File: src/rtl/apb_master.sv
`default_nettype none
// ============================================================================
//  Module   : apb_master
//  Purpose  : APB3 bus master. Bridges a simple local request interface
//             (transfer / read_write / address / write data) onto the APB
//             signals, one transfer at a time via IDLE -> SETUP -> ACCESS,
//             honouring pready wait states and returning read data.
//  Ports    :
//     pclk            in   clock, rising edge
//     preset_n        in   synchronous reset, asserted HIGH despite its name
//     pselx/penable   out  APB select / access strobe (decoded from state)
//     paddr/pwrite    out  APB address / direction (1 = write)
//     pwdata          out  APB write data
//     pready/prdata   in   slave ready / read data
//     read_write      in   local request type (1 = write, 0 = read)
//     transfer        in   local request valid
//     apb_read_addr   in   address used for read requests
//     apb_write_addr  in   address used for write requests
//     apb_write_data  in   data used for write requests
//     apb_read_data   out  data of the most recently completed read
//  Revision : 1.0  initial release
// ============================================================================
module apb_master #(
   parameter int ADDR_WIDTH = 4,
   parameter int DATA_WIDTH = 16
) (
   input  logic                  pclk,
   input  logic                  preset_n,
   output logic                  pselx,
   output logic                  penable,
   output logic [ADDR_WIDTH-1:0] paddr,
   output logic                  pwrite,
   output logic [DATA_WIDTH-1:0] pwdata,
   input  logic                  pready,
   input  logic [DATA_WIDTH-1:0] prdata,
   input  logic                  read_write,
   input  logic                  transfer,
   input  logic [ADDR_WIDTH-1:0] apb_read_addr,
   input  logic [ADDR_WIDTH-1:0] apb_write_addr,
   input  logic [DATA_WIDTH-1:0] apb_write_data,
   output logic [DATA_WIDTH-1:0] apb_read_data
);

   typedef enum logic [1:0] {
      ST_IDLE   = 2'd0,
      ST_SETUP  = 2'd1,
      ST_ACCESS = 2'd2
   } state_t;

   state_t                  state_q, state_d;
   logic                    load_req_d;   // entering SETUP: capture local request
   logic                    cap_rd_d;     // read completing: capture prdata
   logic [ADDR_WIDTH-1:0]   paddr_q;
   logic                    pwrite_q;
   logic [DATA_WIDTH-1:0]   pwdata_q;
   logic [DATA_WIDTH-1:0]   rdata_q;

   // ------------------------------------------------------------------------
   // Next-state and control decode
   // ------------------------------------------------------------------------
   always_comb begin
      state_d    = state_q;
      load_req_d = 1'b0;
      cap_rd_d   = 1'b0;
      pselx      = 1'b0;
      penable    = 1'b0;
      case (state_q)
         ST_IDLE: begin
            if (transfer) begin
               state_d    = ST_SETUP;
               load_req_d = 1'b1;
            end
         end
         ST_SETUP: begin
            pselx   = 1'b1;
            state_d = ST_ACCESS;
         end
         ST_ACCESS: begin
            pselx   = 1'b1;
            penable = 1'b1;
            if (pready) begin
               cap_rd_d = ~pwrite_q;
               // A pending request goes straight to SETUP, keeping pselx high
               if (transfer) begin
                  state_d    = ST_SETUP;
                  load_req_d = 1'b1;
               end else begin
                  state_d = ST_IDLE;
               end
            end
         end
         default: begin
            // Unused encoding: outputs stay inactive, fall back to IDLE
            state_d = ST_IDLE;
         end
      endcase
   end

   // ------------------------------------------------------------------------
   // State and request registers
   // ------------------------------------------------------------------------
   always_ff @(posedge pclk) begin
      if (preset_n) begin
         state_q  <= ST_IDLE;
         paddr_q  <= '0;
         pwrite_q <= 1'b0;
         pwdata_q <= '0;
         rdata_q  <= '0;
      end else begin
         state_q <= state_d;
         if (load_req_d) begin
            pwrite_q <= read_write;
            paddr_q  <= read_write ? apb_write_addr : apb_read_addr;
            // Reads leave the previous write data on the bus
            if (read_write) begin
               pwdata_q <= apb_write_data;
            end
         end
         if (cap_rd_d) begin
            rdata_q <= prdata;
         end
      end
   end

   assign paddr         = paddr_q;
   assign pwrite        = pwrite_q;
   assign pwdata        = pwdata_q;
   assign apb_read_data = rdata_q;

endmodule
`default_nettype wire

File: config.mk
export PLATFORM = sky130hd
export DESIGN_NAME = apb_master
export DESIGN_NICKNAME = d
export VERILOG_FILES = /design/src/rtl/apb_master.sv
export SDC_FILE = /design/constraint.sdc
export NUM_CORES = 1
export LEC_CHECK = 0
export CAP_MARGIN = 10
export CORE_MARGIN = 2
export CORE_UTILIZATION = 40
export DETAILED_ROUTE_END_ITERATION = 8
export GPL_TIMING_DRIVEN = 0
export PLACE_DENSITY = 0.95
export SYNTH_ARGS = -nofsm -noshare
export SYNTH_HDL_FRONTEND = slang
export SYNTH_SLANG_ARGS = --single-unit
export TNS_END_PERCENT = 20
File: constraint.sdc
create_clock -name pclk -period 2.9 [get_ports pclk]
set_input_delay 0.725 -clock pclk [delete_from_list [all_inputs] [get_ports pclk]]
set_output_delay 0.725 -clock pclk [all_outputs]
set_load 0.005 [all_outputs]
After elaboration in Yosys (flattened, before gate mapping)
Cells that the tools add are included.
{"block": "word_totals", "ff_bits": 39, "word_cells": 26}
{"block": "classes", "eq_ne": 4, "mux": 12, "bitwise": 1, "reduce_logical": 4}
{"cell": "$mux 1", "count": 7}
{"cell": "$pmux 2 s3", "count": 1}
{"cell": "$mux 2", "count": 2}
{"cell": "$mux 4", "count": 1}
{"cell": "$ne 2x2->1 const B", "count": 2}
{"cell": "$reduce_and 2->1", "count": 2}
{"cell": "$eq 2x1->1 const B", "count": 1}
{"cell": "$eq 2x2->1 const B", "count": 1}
{"cell": "$logic_not 2->1", "count": 1}
{"cell": "$pmux 1 s2", "count": 1}
{"cell": "$reduce_or 2->1", "count": 1}
{"cell": "$not 1->1", "count": 1}

Depth between registers and ports, before layout
{"block": "logic_depth", "depth_word": 4, "depth_mapped": 7, "mapped_depth_nobuf": 5}

Least setup slack after synthesis
No wires, ideal clock.
{"block": "synth_path", "path_kind": "input to register", "startpoint": "input preset_n", "endpoint": "register pwdata_q[0] (netlist: pwdata[0])", "t_arrival_ns": 1.591, "required_ns": 2.783, "setup_slack_ns": 1.192, "path_stages": 5, "n_path_buf": 3, "cell_sequence": "clkbuf_1 and4b_1 buf_6 buf_6 a22o_1"}
{"element": "from (decl)", "line": "28", "source": "input logic preset_n,"}
{"element": "to (signal assigned)", "line": "116", "source": "pwdata_q <= apb_write_data;"}
{"element": "to (decl)", "line": "55", "source": "logic [DATA_WIDTH-1:0] pwdata_q;"}

Worst setup path in the final report
{"block": "layout_path", "startpoint": "register state_q[0]", "endpoint": "output penable"}
{"block": "layout_via", "elab_chain_cells": 2}
{"element": "from (decl)", "line": "50", "source": "state_t state_q, state_d;"}
{"element": "from (signal assigned)", "line": "110", "source": "state_q <= state_d;"}
{"element": "$eq 2x2->1", "line": "67", "source": "case (state_q)"}
{"element": "$mux 1", "line": "67"}
{"element": "to (decl)", "line": "30", "source": "output logic penable,"}
Every way passes these cells.

==> summary.md <==
| Metric | Value |
|---|---|
| Status | completed |
| DRC Markers | 0 |
| Area grow syn2layout | 64.8% |
| First-pass iteration count of the detailed router | 4 |
| Post-CTS sizing | 0 |
| Cell Rows | 22 |
| Initial Util | 0.413 |
| Mean post-synth cell area | just under 10 µm² |
| LEAKAGE | roughly 0.90 nW |
| Reg clk slew, reported paths | 0.07 ns |
| Root Buffer | clkbuf_8 |
| Arrival @ worst endpoint | approximately 1.5 ns |
| Total Routing Usage GR | 0.181 |
| Reg2reg end | pwdata[1] |
| # Post-CTS Setup Buffers | 0 |
| Min-delay src | apb_read_data[6] |
| Worst Path Max Fanout | 6 |
| Remaining antenna violation count | 0 |
| Routed vias | 1397 |
| R2r worst-path depth | 7 |
| Drt total wl | 3.61 mm |
| Number of CTS-inserted buffers | 5 |
| Cell Area, Synth | 0.00149 mm² |
| Utilization after layout | 0.680 |
| DP HPWL | about 2.7 mm |
| Synth Instances | about 150 |
| Global-route wire length before repair | 6.05 mm |
| Gpl congestion | approximately 0.80 |
| Hold EP | apb_read_data[6] |
| Post-route minimum period | between 2 and 2.5 ns |
| Worst Path Required | between 2 and 2.5 ns |
| Clock Sinks | 39 |
| Vias in the first global route | approximately 1400 |
| Hold Path Class | reg -> reg |
| GRT Residual Overflow | 0 |
| H-tree levels | 2 |
| Final setup vio count | 0 |
| Critical Path End Type | output pin |
| Clock Latency Late Sink | 0.28 ns |
| FF-to-FF Start | state_q[0] |
| Hold depth | 2 |
| Die H | ~65 µm |
| Fillers | roughly 300 |
| Full die area | 0.00422 mm² |
| Cell variety after synth | 23 |
| RSZ-0062 raised after global routing | no |
| CP Class | reg -> out |
| Final hold viol count | 0 |
| Power per cell area | 488 mW/mm² |
| Sequential fraction of the synthesis area | 0.525 |
| Synthesized net count | 201 |
| Clock skew | ~0.0072 ns |
| Port bufs | 80 |
| Worst Tran Pin Value | 0.477 ns |
| Synth warn | 0 |
| Setup TNS | 0 ns |
| Die span in x | approximately 65 µm |
| WL per Instance | between 10 and 15 µm |
| Worst Setup Start Kind | flop |
| Share of layout cells above drive strength 1 | 0.0546 |
| Peak VDD IR | 0.468 mV |
| Slew margin rel. | 0.682 |
| R2r setup slk | 1.10 ns |
| Final Power | ~1.2 mW |
| Buffer depth of the longest clock path | 2 |
| CTS Hold Bufs | 0 |
| I/O pin cnt | 84 |
| Max-cap viol count | 0 |
| Vias/cell | just under 5 |
| Final worst path period share | 0.782 |
| Initial antenna violation count | 0 |
| Final Max Slew Viols | 0 |
| #FFs+latches synth | 39 |
| Nets | 288 |
| Antenna cells | 0 |
| TritonCTS clock tree | built |
| Core area | approximately 0.0036 mm² |
| Initial DRC Count | 55 |
| Peak Freq | roughly 0.44 GHz |
| Largest net degree at the start of global routing | 12 |
[layout make-up]
type                            count  area (µm²)  area share
Timing Repair Buffer               80         801       0.327
Sequential cell                    39         781       0.319
Tap cell                           48        60.1      0.0245
Inverter                            3        11.3     0.00459
Clock inverter                      1        30.0      0.0123
Buffer                             11        62.6      0.0255
Clock buffer                        6        72.6      0.0296
Multi-Input combinational cell     98         633       0.258
[metal layers]
layer | part of all wire | track usage | vias up | wire length [µm]
met1 | 0.41 | 0.201 | 638 | 1490
met4 | 0.0086 | 0.0479 | 0 | 31
met3 | 0.070 | 0.0556 | 4 | 252
met2 | 0.51 | 0.331 | 54 | 1840
li1 | - | - | 701 | -
met5 | 0 | 0 | - | 0
[cells by family (layout without fill, tap and decap cells)]
family / after synthesis / in the layout / share of synthesized area
AOI/OAI and AO/OA: 48 / 48 / 0.232
buffers and inverters: 14 / 101 / 0.0496
muxes: 4 / 4 / 0.0269
and+or+nand+nor: 41 / 41 / 0.124
adders and majority gates: 5 / 5 / 0.0421
DFF: 39 / 39 / 0.525
[flip-flops by register name, indices dropped and copies added (netlist names)]
signal         cells
paddr              4
pwrite             1
apb_read_data     16
state_q            2
pwdata            16
[synth_stat cells]
library cell / count / area (µm²)
dfxtp_1: 39 / 781
nand2_1: 32 / 120
a21oi_1: 22 / 110
a22o_1: 16 / 140
clkbuf_1: 6 / 22.5
ha_1: 5 / 62.6
a211oi_1: 4 / 30.0
mux2i_1: 4 / 40.0
inv_1: 3 / 11.3
buf_2: 2 / 10.0
buf_6: 2 / 22.5
nand2b_1: 2 / 12.5
nand3b_1: 2 / 15.0
nor2b_1: 2 / 12.5
o21ai_0: 2 / 10.0
a31o_4: 1 / 17.5
a31oi_4: 1 / 21.3
and2_1: 1 / 6.26
and3b_1: 1 / 8.76
and4b_1: 1 / 10.0
buf_4: 1 / 7.51
o2111ai_1: 1 / 8.76
o21bai_1: 1 / 7.51
[worst max-delay path by stage]
stage | from | to | slack, ns | cells after the start
final | state_q[0] | penable | 0.63 | 3
after global routing | state_q[0] | penable | 0.55 | 3
after detailed placement | pready | pwdata[12] | 0.62 | 6
after CTS | state_q[1] | pselx | 0.63 | 3
after global placement | pready | pwdata[15] | 0.63 | 6
after floorplan | preset_n | pwdata[0] | 1.19 | 5
[worst max-delay path, cell delays in order (launching register included)]
cell	delay, ns
dfxtp_1	0.34
inv_1	0.11
ha_1	0.28
clkdlybuf4s50_1	0.54
[report_power, final]
group / internal, mW / total (mW) / switching [mW]
combinational: 0.130 / 0.202 / 0.0717
sequential: 0.562 / 0.577 / 0.0156
clock: 0.252 / 0.416 / 0.164
[metrics by stage]
step / area, µm² / cells / setup slack, ns / hold WS (ns)
floorplan: 1490 / 151 / 1.19 / 0.453
global placement: 2350 / 279 / 0.631 / 0.441
detailed placement: 2350 / 279 / 0.623 / 0.447
CTS: 2450 / 286 / 0.629 / 0.456
global route: 2450 / 286 / 0.554 / 0.471
finish: 2450 / 286 / 0.631 / 0.453
[placed cells by master (no fill, tap or decap)]
| cell | count |
|---|---|
| mux2i_1 | 4 |
| ha_1 | 5 |
| bufinv_16 | 1 |
| o21ai_0 | 2 |
| a21oi_1 | 22 |
| buf_6 | 2 |
| buf_4 | 1 |
| and4b_1 | 1 |
| a22o_1 | 16 |
| nand2_1 | 32 |
| o2111ai_1 | 1 |
| clkbuf_8 | 5 |
| a31o_4 | 1 |
| inv_1 | 3 |
| clkbuf_1 | 7 |
| nor2b_1 | 2 |
| clkdlybuf4s50_1 | 80 |
| dfxtp_1 | 39 |
| nand3b_1 | 2 |
| and3b_1 | 1 |
| o21bai_1 | 1 |
| and2_1 | 1 |
| a31oi_4 | 1 |
| a211oi_1 | 4 |
| nand2b_1 | 2 |
| buf_2 | 2 |
No activity file was read; power rests on OpenSTA's default activity.
